`config.mk`:
```
export PLATFORM = sky130hd
export DESIGN_NAME = matvec_engine
export DESIGN_NICKNAME = d
export VERILOG_FILES = /design/src/rtl/matvec_pkg.sv /design/src/rtl/matvec_mac.sv /design/src/rtl/matvec_engine.sv
export SDC_FILE = /design/constraint.sdc
export NUM_CORES = 2
export LEC_CHECK = 0
export CORE_ASPECT_RATIO = 1.1
export CORE_MARGIN = 4
export CORE_UTILIZATION = 35
export DETAILED_ROUTE_END_ITERATION = 6
export PLACE_DENSITY = 0.47
export REMOVE_ABC_BUFFERS = 1
export SLEW_MARGIN = 25
export SYNTH_ARGS = -nofsm -noshare
export SYNTH_HDL_FRONTEND = slang
export SYNTH_SLANG_ARGS = --single-unit
```
`constraint.sdc`:
```
create_clock -name clk -period 12.5 [get_ports clk]
set_input_delay 1.25 -clock clk [delete_from_list [all_inputs] [get_ports clk]]
set_output_delay 1.25 -clock clk [all_outputs]
set_load 0.03 [all_outputs]
```
`src/rtl/matvec_pkg.sv`:
```
// Shared types and elaboration helpers for the matrix-vector engine.
package matvec_pkg;

    typedef enum logic [2:0] {
        IDLE,
        REQ,
        WAIT,
        CALC,
        DONE
    } state_t;

    // Accumulator width that can hold a full COLS-term dot product without wrapping.
    function automatic int min_acc_width(input int data_width, input int cols);
        return 2 * data_width + $clog2(cols);
    endfunction

endpackage

```
`src/rtl/matvec_mac.sv`:
```
// One multiply-accumulate lane: acc += a*b when en, cleared by clr.
module matvec_mac
    import matvec_pkg::*;
#(
    parameter int DATA_WIDTH = 8,
    parameter int ACC_WIDTH  = 24,
    parameter bit SIGNED     = 1'b0
) (
    input  logic                  clk,
    input  logic                  rst_n,
    input  logic                  en,
    input  logic                  clr,
    input  logic [DATA_WIDTH-1:0] a,
    input  logic [DATA_WIDTH-1:0] b,
    output logic [ACC_WIDTH-1:0]  acc
);

    // One spare bit lets the unsigned product ride through the same signed multiplier.
    localparam int PW = 2 * DATA_WIDTH + 1;

    logic                 sa;
    logic                 sb;
    logic signed [PW-1:0] a_x;
    logic signed [PW-1:0] b_x;
    logic signed [PW-1:0] prod;
    logic [ACC_WIDTH-1:0] prod_ext;

    assign sa   = SIGNED & a[DATA_WIDTH-1];
    assign sb   = SIGNED & b[DATA_WIDTH-1];
    assign a_x  = {{(PW-DATA_WIDTH){sa}}, a};
    assign b_x  = {{(PW-DATA_WIDTH){sb}}, b};
    assign prod = a_x * b_x;

    if (ACC_WIDTH > PW) begin : g_ext
        assign prod_ext = {{(ACC_WIDTH-PW){prod[PW-1]}}, prod};
    end else begin : g_trunc
        assign prod_ext = prod[ACC_WIDTH-1:0];
    end

    always_ff @(posedge clk or negedge rst_n) begin
        if (!rst_n) begin
            acc <= '0;
        end else if (clr) begin
            acc <= '0;
        end else if (en) begin
            acc <= acc + prod_ext;
        end
    end

endmodule

```
`src/rtl/matvec_engine.sv`:
```
// Matrix-vector multiply engine: fetches B then A rows over an Avalon-MM read
// master, then accumulates one column per cycle across ROWS parallel lanes.
//
//   state | meaning
//   ------+-------------------------------------------------------------
//   IDLE  | after reset, waiting for start
//   REQ   | read request for word wcnt, held while waitrequest
//   WAIT  | one read outstanding, waiting for readdatavalid
//   CALC  | accumulating column kcnt into every lane
//   DONE  | results valid and stable until the next accepted start
module matvec_engine
    import matvec_pkg::*;
#(
    parameter int                    DATA_WIDTH = 8,
    parameter int                    ROWS       = 8,
    parameter int                    COLS       = 8,
    parameter int                    ACC_WIDTH  = 24,
    parameter int                    ADDR_WIDTH = 32,
    parameter logic [ADDR_WIDTH-1:0] BASE_ADDR  = '0,
    parameter bit                    SIGNED     = 1'b0,
    localparam int                   IDX_W      = (ROWS > 1) ? $clog2(ROWS) : 1
) (
    input  logic                       clk,
    input  logic                       rst_n,
    input  logic                       start,
    output logic                       busy,
    output logic                       done,
    output logic [ADDR_WIDTH-1:0]      mem_address,
    output logic                       mem_read,
    input  logic [DATA_WIDTH*COLS-1:0] mem_readdata,
    input  logic                       mem_readdatavalid,
    input  logic                       mem_waitrequest,
    input  logic [IDX_W-1:0]           res_idx,
    output logic [ACC_WIDTH-1:0]       res_data
);

    localparam int WCNT_W = $clog2(ROWS + 1);
    localparam int KCNT_W = (COLS > 1) ? $clog2(COLS) : 1;

    if (ACC_WIDTH < min_acc_width(DATA_WIDTH, COLS)) begin : g_narrow_acc
        $warning("matvec_engine: ACC_WIDTH=%0d is below %0d, results may wrap",
                 ACC_WIDTH, min_acc_width(DATA_WIDTH, COLS));
    end

    state_t                state;
    state_t                state_nxt;
    logic                  accept;
    logic                  capture;
    logic                  last_word;
    logic                  calc_en;
    logic [WCNT_W-1:0]     wcnt;
    logic [KCNT_W-1:0]     kcnt;
    logic [DATA_WIDTH-1:0] b_reg [COLS];
    logic [DATA_WIDTH-1:0] a_reg [ROWS][COLS];
    logic [ACC_WIDTH-1:0]  acc   [ROWS];

    assign capture   = (state == WAIT) && mem_readdatavalid;
    assign last_word = (wcnt == WCNT_W'(ROWS));
    assign calc_en   = (state == CALC);

    always_ff @(posedge clk or negedge rst_n) begin
        if (!rst_n) begin
            state <= IDLE;
        end else begin
            state <= state_nxt;
        end
    end

    always_comb begin
        state_nxt = state;
        accept    = 1'b0;
        case (state)
            IDLE, DONE: begin
                if (start) begin
                    state_nxt = REQ;
                    accept    = 1'b1;
                end
            end
            REQ: begin
                if (!mem_waitrequest) begin
                    state_nxt = WAIT;
                end
            end
            WAIT: begin
                if (mem_readdatavalid) begin
                    state_nxt = last_word ? CALC : REQ;
                end
            end
            CALC: begin
                if (kcnt == '0) begin
                    state_nxt = DONE;
                end
            end
            default: state_nxt = IDLE;
        endcase
    end

    assign busy        = (state == REQ) || (state == WAIT) || (state == CALC);
    assign done        = (state == DONE);
    assign mem_read    = (state == REQ);
    assign mem_address = (state == REQ) ? BASE_ADDR + ADDR_WIDTH'(wcnt) : '0;

    // Word counter walks B then the A rows; the column timer runs down to terminal count 0.
    always_ff @(posedge clk or negedge rst_n) begin
        if (!rst_n) begin
            wcnt <= '0;
            kcnt <= '0;
        end else begin
            if (accept) begin
                wcnt <= '0;
            end else if (capture && !last_word) begin
                wcnt <= wcnt + WCNT_W'(1);
            end

            if (capture && last_word) begin
                kcnt <= KCNT_W'(COLS - 1);
            end else if (calc_en && (kcnt != '0)) begin
                kcnt <= kcnt - KCNT_W'(1);
            end
        end
    end

    always_ff @(posedge clk or negedge rst_n) begin
        if (!rst_n) begin
            for (int k = 0; k < COLS; k++) begin
                b_reg[k] <= '0;
            end
            for (int r = 0; r < ROWS; r++) begin
                for (int k = 0; k < COLS; k++) begin
                    a_reg[r][k] <= '0;
                end
            end
        end else if (capture) begin
            for (int k = 0; k < COLS; k++) begin
                if (wcnt == '0) begin
                    b_reg[k] <= mem_readdata[k*DATA_WIDTH +: DATA_WIDTH];
                end
                for (int r = 0; r < ROWS; r++) begin
                    if (wcnt == WCNT_W'(r + 1)) begin
                        a_reg[r][k] <= mem_readdata[k*DATA_WIDTH +: DATA_WIDTH];
                    end
                end
            end
        end
    end

    // Columns are consumed high-to-low; the sum is order independent.
    for (genvar r = 0; r < ROWS; r++) begin : g_lane
        matvec_mac #(
            .DATA_WIDTH (DATA_WIDTH),
            .ACC_WIDTH  (ACC_WIDTH),
            .SIGNED     (SIGNED)
        ) u_mac (
            .clk   (clk),
            .rst_n (rst_n),
            .en    (calc_en),
            .clr   (accept),
            .a     (a_reg[r][kcnt]),
            .b     (b_reg[kcnt]),
            .acc   (acc[r])
        );
    end

    always_comb begin
        res_data = '0;
        for (int r = 0; r < ROWS; r++) begin
            if (int'(res_idx) == r) begin
                res_data = acc[r];
            end
        end
    end

endmodule

```
==> Yosys cells after proc, flatten, opt, wreduce, memory -nomap -nowiden <==
Cells that the tools add are included.
{ "totals": {"reg_bits": 778, "input_bits": 72, "output_inout_bits": 59, "word_cells": 216} }
{ "classes": {"add_sub_neg": 10, "multipliers": 8, "magnitude_cmp": 1, "n_eq_ne": 23, "muxes": 64, "bitwise": 1, "reduce_logical": 26} }
{ "ops": {"columns": ["cell", "n"], "rows": [
  ["$mux W24", 24],
  ["$bmux W8 S3", 9],
  ["$add A24 B24 Y24", 8],
  ["$mux W8", 18],
  ["$mul A8 B8 Y16", 8],
  ["$mux W3", 6],
  ["$reduce_and A2 Y1", 9],
  ["$eq A4 B3 Y1 const B", 4],
  ["$eq A3 B3 Y1 const B", 5],
  ["$eq A3 B2 Y1 const B", 4],
  ["$mux W4", 3],
  ["$pmux W3 S4", 1],
  ["$logic_not A3 Y1", 3],
  ["$eq A4 B2 Y1 const B", 2],
  ["$eq A3 B1 Y1 const B", 2],
  ["$ne A2 B2 Y1 const B", 3],
  ["$reduce_bool A2 Y1", 3],
  ["$add A4 B1 Y4 const B", 1],
  ["$eq A4 B1 Y1 const B", 1],
  ["$eq A4 B4 Y1 const B", 1],
  ["$ge A4 B4 Y1 const B", 1],
  ["$logic_and A1 B1 Y1", 4],
  ["$logic_not A4 Y1", 1],
  ["$not A3 Y4", 1],
  ["9 further kinds", 11]
]} }

==> Longest topological paths before layout <==
{ "depth": {"depth_word": 9, "depth_mapped": 33, "ltp_nobuf": 28} }

==> By module <==
From an unflattened synthesis, not the netlist that was laid out.
{ "unflattened": {"cells_unflattened": 5283, "hier_area_um2": 59438.3} }
{ "by_module_without_submodules": {"columns": ["module", "instances", "cells_each", "area_each_um2", "seq_area_each_um2"], "rows": [
  ["matvec_engine", 1, 1823, 28726.3, 14664.1],
  ["matvec_mac at g_lane[0].u_mac ...", 4, 436, 3872.5, 600.6],
  ["matvec_mac at g_lane[5].u_mac ...", 2, 440, 3873.7, 600.6],
  ["matvec_mac at g_lane[4].u_mac", 1, 425, 3766.1, 600.6],
  ["matvec_mac at g_lane[7].u_mac", 1, 411, 3708.6, 600.6]
]} }

==> Least setup slack after synthesis <==
OpenSTA, ideal clock, no wires.
{ "synth_path": {"path_kind": "flip-flop to flip-flop", "from": "reg kcnt[0]", "to": "reg g_lane[1].u_mac.acc[19]", "setup_time_ps": 69, "t_arrival_ps": 7900, "required_time_ps": 12431, "setup_slack_ps": 4531, "stages_incl_launch_ff": 30, "n_path_buf": 5, "period_less_slack_ps": 7969, "path_cell_list": "dfrtp_1 buf_2 buf_2 buf_2 buf_2 mux4_2 mux2i_1 nor2_1 fa_1 inv_1 fa_1 inv_1 fa_1 inv_1 fa_1 inv_1 ha_1 or3_1 a41oi_1 nor2_1 o21a_1 o41ai_1 xnor2_1 ha_1 or2_2 or4_1 o221a_2 buf_6 or4b_1 nand3_1"} }
{ "synth_via": {"elab_chain_cells": 8, "elab_cells_between_ends": 11, "cone_classes": "add/sub: 1; mul: 1; mux: 8; bitwise: 1"} }
{ "synth_lines": {"columns": ["item", "line", "source"], "rows": [
  ["start, declared", "matvec_engine.sv:52", "logic [KCNT_W-1:0] kcnt;"],
  ["start signal, assigned", "matvec_engine.sv:116", "kcnt <= KCNT_W'(COLS - 1);"],
  ["start signal, assigned", "matvec_engine.sv:118", "kcnt <= kcnt - KCNT_W'(1);"],
  ["$not A3 Y4 (implied by the code) (*)", "matvec_engine.sv:158, matvec_engine.sv:159", null],
  ["$bmux W8 S3 (on tied branches)", "matvec_engine.sv:158, matvec_engine.sv:159", null],
  ["$mux W8 (on tied branches) (2 in a row)", "matvec_engine.sv:158, matvec_engine.sv:159", null],
  ["$mul A8 B8 Y16 (*)", "matvec_mac.sv:32", "assign prod = a_x * b_x;"],
  ["$add A24 B24 Y24 (*)", "matvec_mac.sv:46", "acc <= acc + prod_ext;"],
  ["$mux W24 (*)", "matvec_mac.sv:45", "end else if (en) begin"],
  ["$mux W24 (*)", "matvec_mac.sv:43", "end else if (clr) begin"],
  ["end signal, assigned", "matvec_mac.sv:46", null],
  ["end, declared", "matvec_mac.sv:15", "output logic [ACC_WIDTH-1:0] acc"]
]} }
Mark *: on every way between the ends. The rest lies on a longest branch, timed or not. The select of a mux whose other input is x is not followed.
A chain may end at the register's enable or synchronous reset.

==> Worst setup path in the final report <==
{ "layout_path": {"from": "reg kcnt[0]", "to": "reg g_lane[7].u_mac.acc[21]"} }
{ "layout_via": {"elab_chain_cells": 8, "elab_cells_between_ends": 11, "cone_classes": "add/sub: 1; mul: 1; mux: 8; bitwise: 1"} }
{ "layout_lines": {"columns": ["item", "line"], "rows": [
  ["$not A3 Y4 (implied by the code) (*)", "matvec_engine.sv:158, matvec_engine.sv:159"],
  ["$bmux W8 S3 (on tied branches)", "matvec_engine.sv:158, matvec_engine.sv:159"],
  ["$mux W8 (on tied branches) (2 in a row)", "matvec_engine.sv:158, matvec_engine.sv:159"],
  ["$mul A8 B8 Y16 (*)", "matvec_mac.sv:32"],
  ["$add A24 B24 Y24 (*)", "matvec_mac.sv:46"],
  ["$mux W24 (*)", "matvec_mac.sv:45"],
  ["$mux W24 (*)", "matvec_mac.sv:43"],
  ["end signal, assigned", "matvec_mac.sv:46"],
  ["end, declared", "matvec_mac.sv:15"]
]} }
Marks and branches as above.

==> flow_summary.toml <==
[run_status]
status = "finished clean"

[global_route]
grt_pass1_vias = 41800
grt_max_degree = 167
grt_first_pass_wirelength_um = 257000
track_usage = 0.193
antenna_found_initial = 4
grt-ovfl-total = 0

[logic_synthesis]
yosys_warnings = 0
syn-cell-area_mm2 = 0.0574
syn_area_per_cell_um2 = 10.7
async_reset_ff_frac = 1.00
ys_types = 74
synthCells = 5362
synth_edf_count = 0
ys.flop_type = "dfrtp_1"
ys_seq_area_frac = 0.339
synth_seq_cells = 778

[drt]
drc_errors = 0
post_drt_wl_per_cell_um = 21.5
antenna_left = 0
vias_per_cell = 5.25
vias = 40000
firstDrtPassIters = 7
first_iter_violations = 1949
finalWirelength_um = 164000

[floorplan]
start_util = 0.353
core-area_mm2 = 0.163
io_pins = 131
row_count = 155
die-area_mm2 = 0.171
die_h_um = 433
fp.dieW_um = 394

[final_layout]
area_growth_pct = 12.1
seq_area_mm2 = 0.0195
drive_gt1_frac = 0.208
largest_reg_flops = 512
fillCellCount = 15700
multiInputGateArea_mm2 = 0.0353
final_nets = 6236

[timing]
timing.final.crit_share = 0.724
rsz0062_at_grt = "no"
period_needed_ns = 9.05
clock_skew_ns = 0.0473
hold_viol = 0
tightest_slew_ns = 1.04
fmax_mhz = 110
slew_headroom = 0.293
drv_slew = 0
setup_violations = 0
final.setup.tns_ns = 0

[placed_design]
hpwl_um = 118000
portBuffers = 102
routabilityCongestion = 0.809

[power]
p_sw_mw = 9.35
peakVddDrop_mv = 0.489
pwr-share-clk = 0.147
internal_power_mw = 9.93
powerDensity_mw_per_mm2 = 299
seq_power_share = 0.189
leakage_nw = 31.5
swShare = 0.485
power.total_mw = 19.3
power_frac_comb = 0.664

[clock_network]
clk_path_buf_depth = 3
cts_tree = "built"
cts.sinks = 778
cts_resized = 0
clock_latency_ns = 0.73
hold_buffers = 0
cts-buffers-inserted = 94
htreeDepth = 3
post-cts-setup-buffer-count = 0
clockRootBuffer = "clkbuf_16"
clk_pin_slew_ns = 0.06

[worst_setup_path]
cp.required_ns = 13.07
cp-end-kind = "flop"
critPathArrivalTime_ns = 9.63
start_kind = "flop"
r2r_slack_ns = 3.45
rr_endpoint = "g_lane[7].u_mac.acc[21]"
worstPathMaxFanout = 42
r2r_start = "kcnt[0]"
cp-startpoint = "kcnt[0]"
crit_end = "g_lane[7].u_mac.acc[21]"
critPathKind = "flop to flop"
reg2reg_depth = 26

[flow_run]
maxCapViolations = 0

[min_path]
hold_path_class = "flop to flop"
## metal layers
layer,vias to the layer above,routed length [µm],track usage
li1,18700,-,-
met1,20600,75800,0.260
met2,557,79300,0.330
met3,166,4930,0.0209
met4,2,3970,0.0523
met5,-,13,0
## layout by cell type (no fill, tap or decap), types with 28 or more instances in the layout
master | netlist | routed
a21o_1 | 67 | 67
a21oi_1 | 195 | 195
a22o_1 | 46 | 46
buf_4 | 28 | 97
clkbuf_16 | 0 | 95
clkdlybuf4s50_1 | 0 | 99
conb_1 | 1 | 28
dfrtp_1 | 778 | 775
fa_1 | 296 | 296
ha_1 | 438 | 438
inv_1 | 509 | 509
mux2_2 | 582 | 582
mux2i_1 | 104 | 76
mux4_2 | 146 | 146
nand2_1 | 225 | 221
nand2b_1 | 36 | 36
nand3_1 | 56 | 56
nor2_1 | 606 | 605
nor2b_1 | 33 | 31
nor3_1 | 57 | 56
o21a_1 | 36 | 36
o21ai_0 | 212 | 212
or2_2 | 105 | 105
xnor2_1 | 127 | 127
xor2_1 | 93 | 93
## power by group through the flow
stage / logic (mW) / registers [mW] / clock network (mW)
2_1_floorplan: 8.97 / 3.66 / 0
3_3_place_gp: 12.7 / 3.70 / 0
3_5_place_dp: 12.8 / 3.71 / 0
4_1_cts: 12.9 / 3.66 / 2.93
5_1_grt: 14.4 / 3.74 / 3.03
6_report: 12.8 / 3.65 / 2.84
## critical path, cell delays in order, from the launching register on
cell,delay [ns]
dfrtp_4,0.88
buf_4,0.59
mux4_2,0.60
mux2i_4,0.15
buf_4,0.53
buf_4,0.42
nor2_1,0.10
fa_1,0.51
inv_1,0.05
fa_1,0.53
inv_1,0.05
fa_1,0.47
inv_1,0.05
fa_1,0.47
inv_1,0.04
ha_1,0.32
or3_1,0.38
a41oi_1,0.30
xnor2_1,0.21
ha_1,0.34
a21o_1,0.20
a2111oi_0,0.65
o31ai_1,0.23
a21o_1,0.24
a21oi_1,0.29
or4_1,0.16
o21ai_0,0.07
## cell type report
type / count / area share
clock inverters: 31 / 0.00669
diodes: 2 / 0.0000778
multi-input cells: 3842 / 0.548
well taps: 2119 / 0.0412
repair buffers: 205 / 0.0291
clock buffers: 141 / 0.0429
flip-flops and latches: 778 / 0.303
inverters: 509 / 0.0297
## cell families (layout without fill, tap and decap cells)
| kind of cell | after synthesis | count (layout) | share of synthesized area |
|---|---|---|---|
| xor gates and xnor gates | 220 | 220 | 0.0336 |
| buffers and inverters | 769 | 886 | 0.0526 |
| AOI/OAI and AO/OA | 784 | 784 | 0.0880 |
| muxes | 832 | 832 | 0.190 |
| adders and majority gates | 734 | 734 | 0.199 |
| and+or+nand+nor | 1244 | 1244 | 0.0984 |
| DFF | 778 | 778 | 0.339 |
| other | 1 | 30 | 0.0000653 |
## synth_stat cells, drive strengths merged, types with 105 or more instances
cell type  count  share of area
dfrtp        778           0.34
nor2         606          0.040
mux2         582           0.11
inv          509          0.033
ha           438          0.095
fa           296           0.10
nand2        225          0.015
o21ai        212          0.018
a21oi        196          0.017
clkbuf       191          0.012
mux4         146          0.057
xnor2        127          0.019
or2          105          0.011
## how the worst min path moves through the flow
stage	depth (start not counted)	to	from	slack, ns
finish	1	g_lane[3].u_mac.acc[21]	g_lane[3].u_mac.acc[21]	0.49
global route	1	a_reg[270]	a_reg[270]	0.51
CTS	1	g_lane[3].u_mac.acc[21]	g_lane[3].u_mac.acc[21]	0.49
detailed placement	1	g_lane[3].u_mac.acc[21]	g_lane[3].u_mac.acc[21]	0.48
global placement	1	a_reg[274]	a_reg[274]	0.48
floorplan	1	g_lane[3].u_mac.acc[21]	g_lane[3].u_mac.acc[21]	0.46
## stage by stage
| step | util | worst slack, ns | hold WS, ns | area (µm²) | std cells |
|---|---|---|---|---|---|
| final | 0.396 | 3.45 | 0.486 | 64400 | 7627 |
| after floorplan | - | -1.79 | 0.459 | 56400 | 5129 |
| after CTS | 0.395 | 3.38 | 0.490 | 64300 | 7624 |
| after detailed placement | 0.376 | 3.41 | 0.480 | 61100 | 7452 |
| after global routing | 0.396 | 2.85 | 0.506 | 64400 | 7626 |
| after global placement | 0.376 | 3.40 | 0.481 | 61100 | 7452 |
Power figures use the tool's default switching activity.
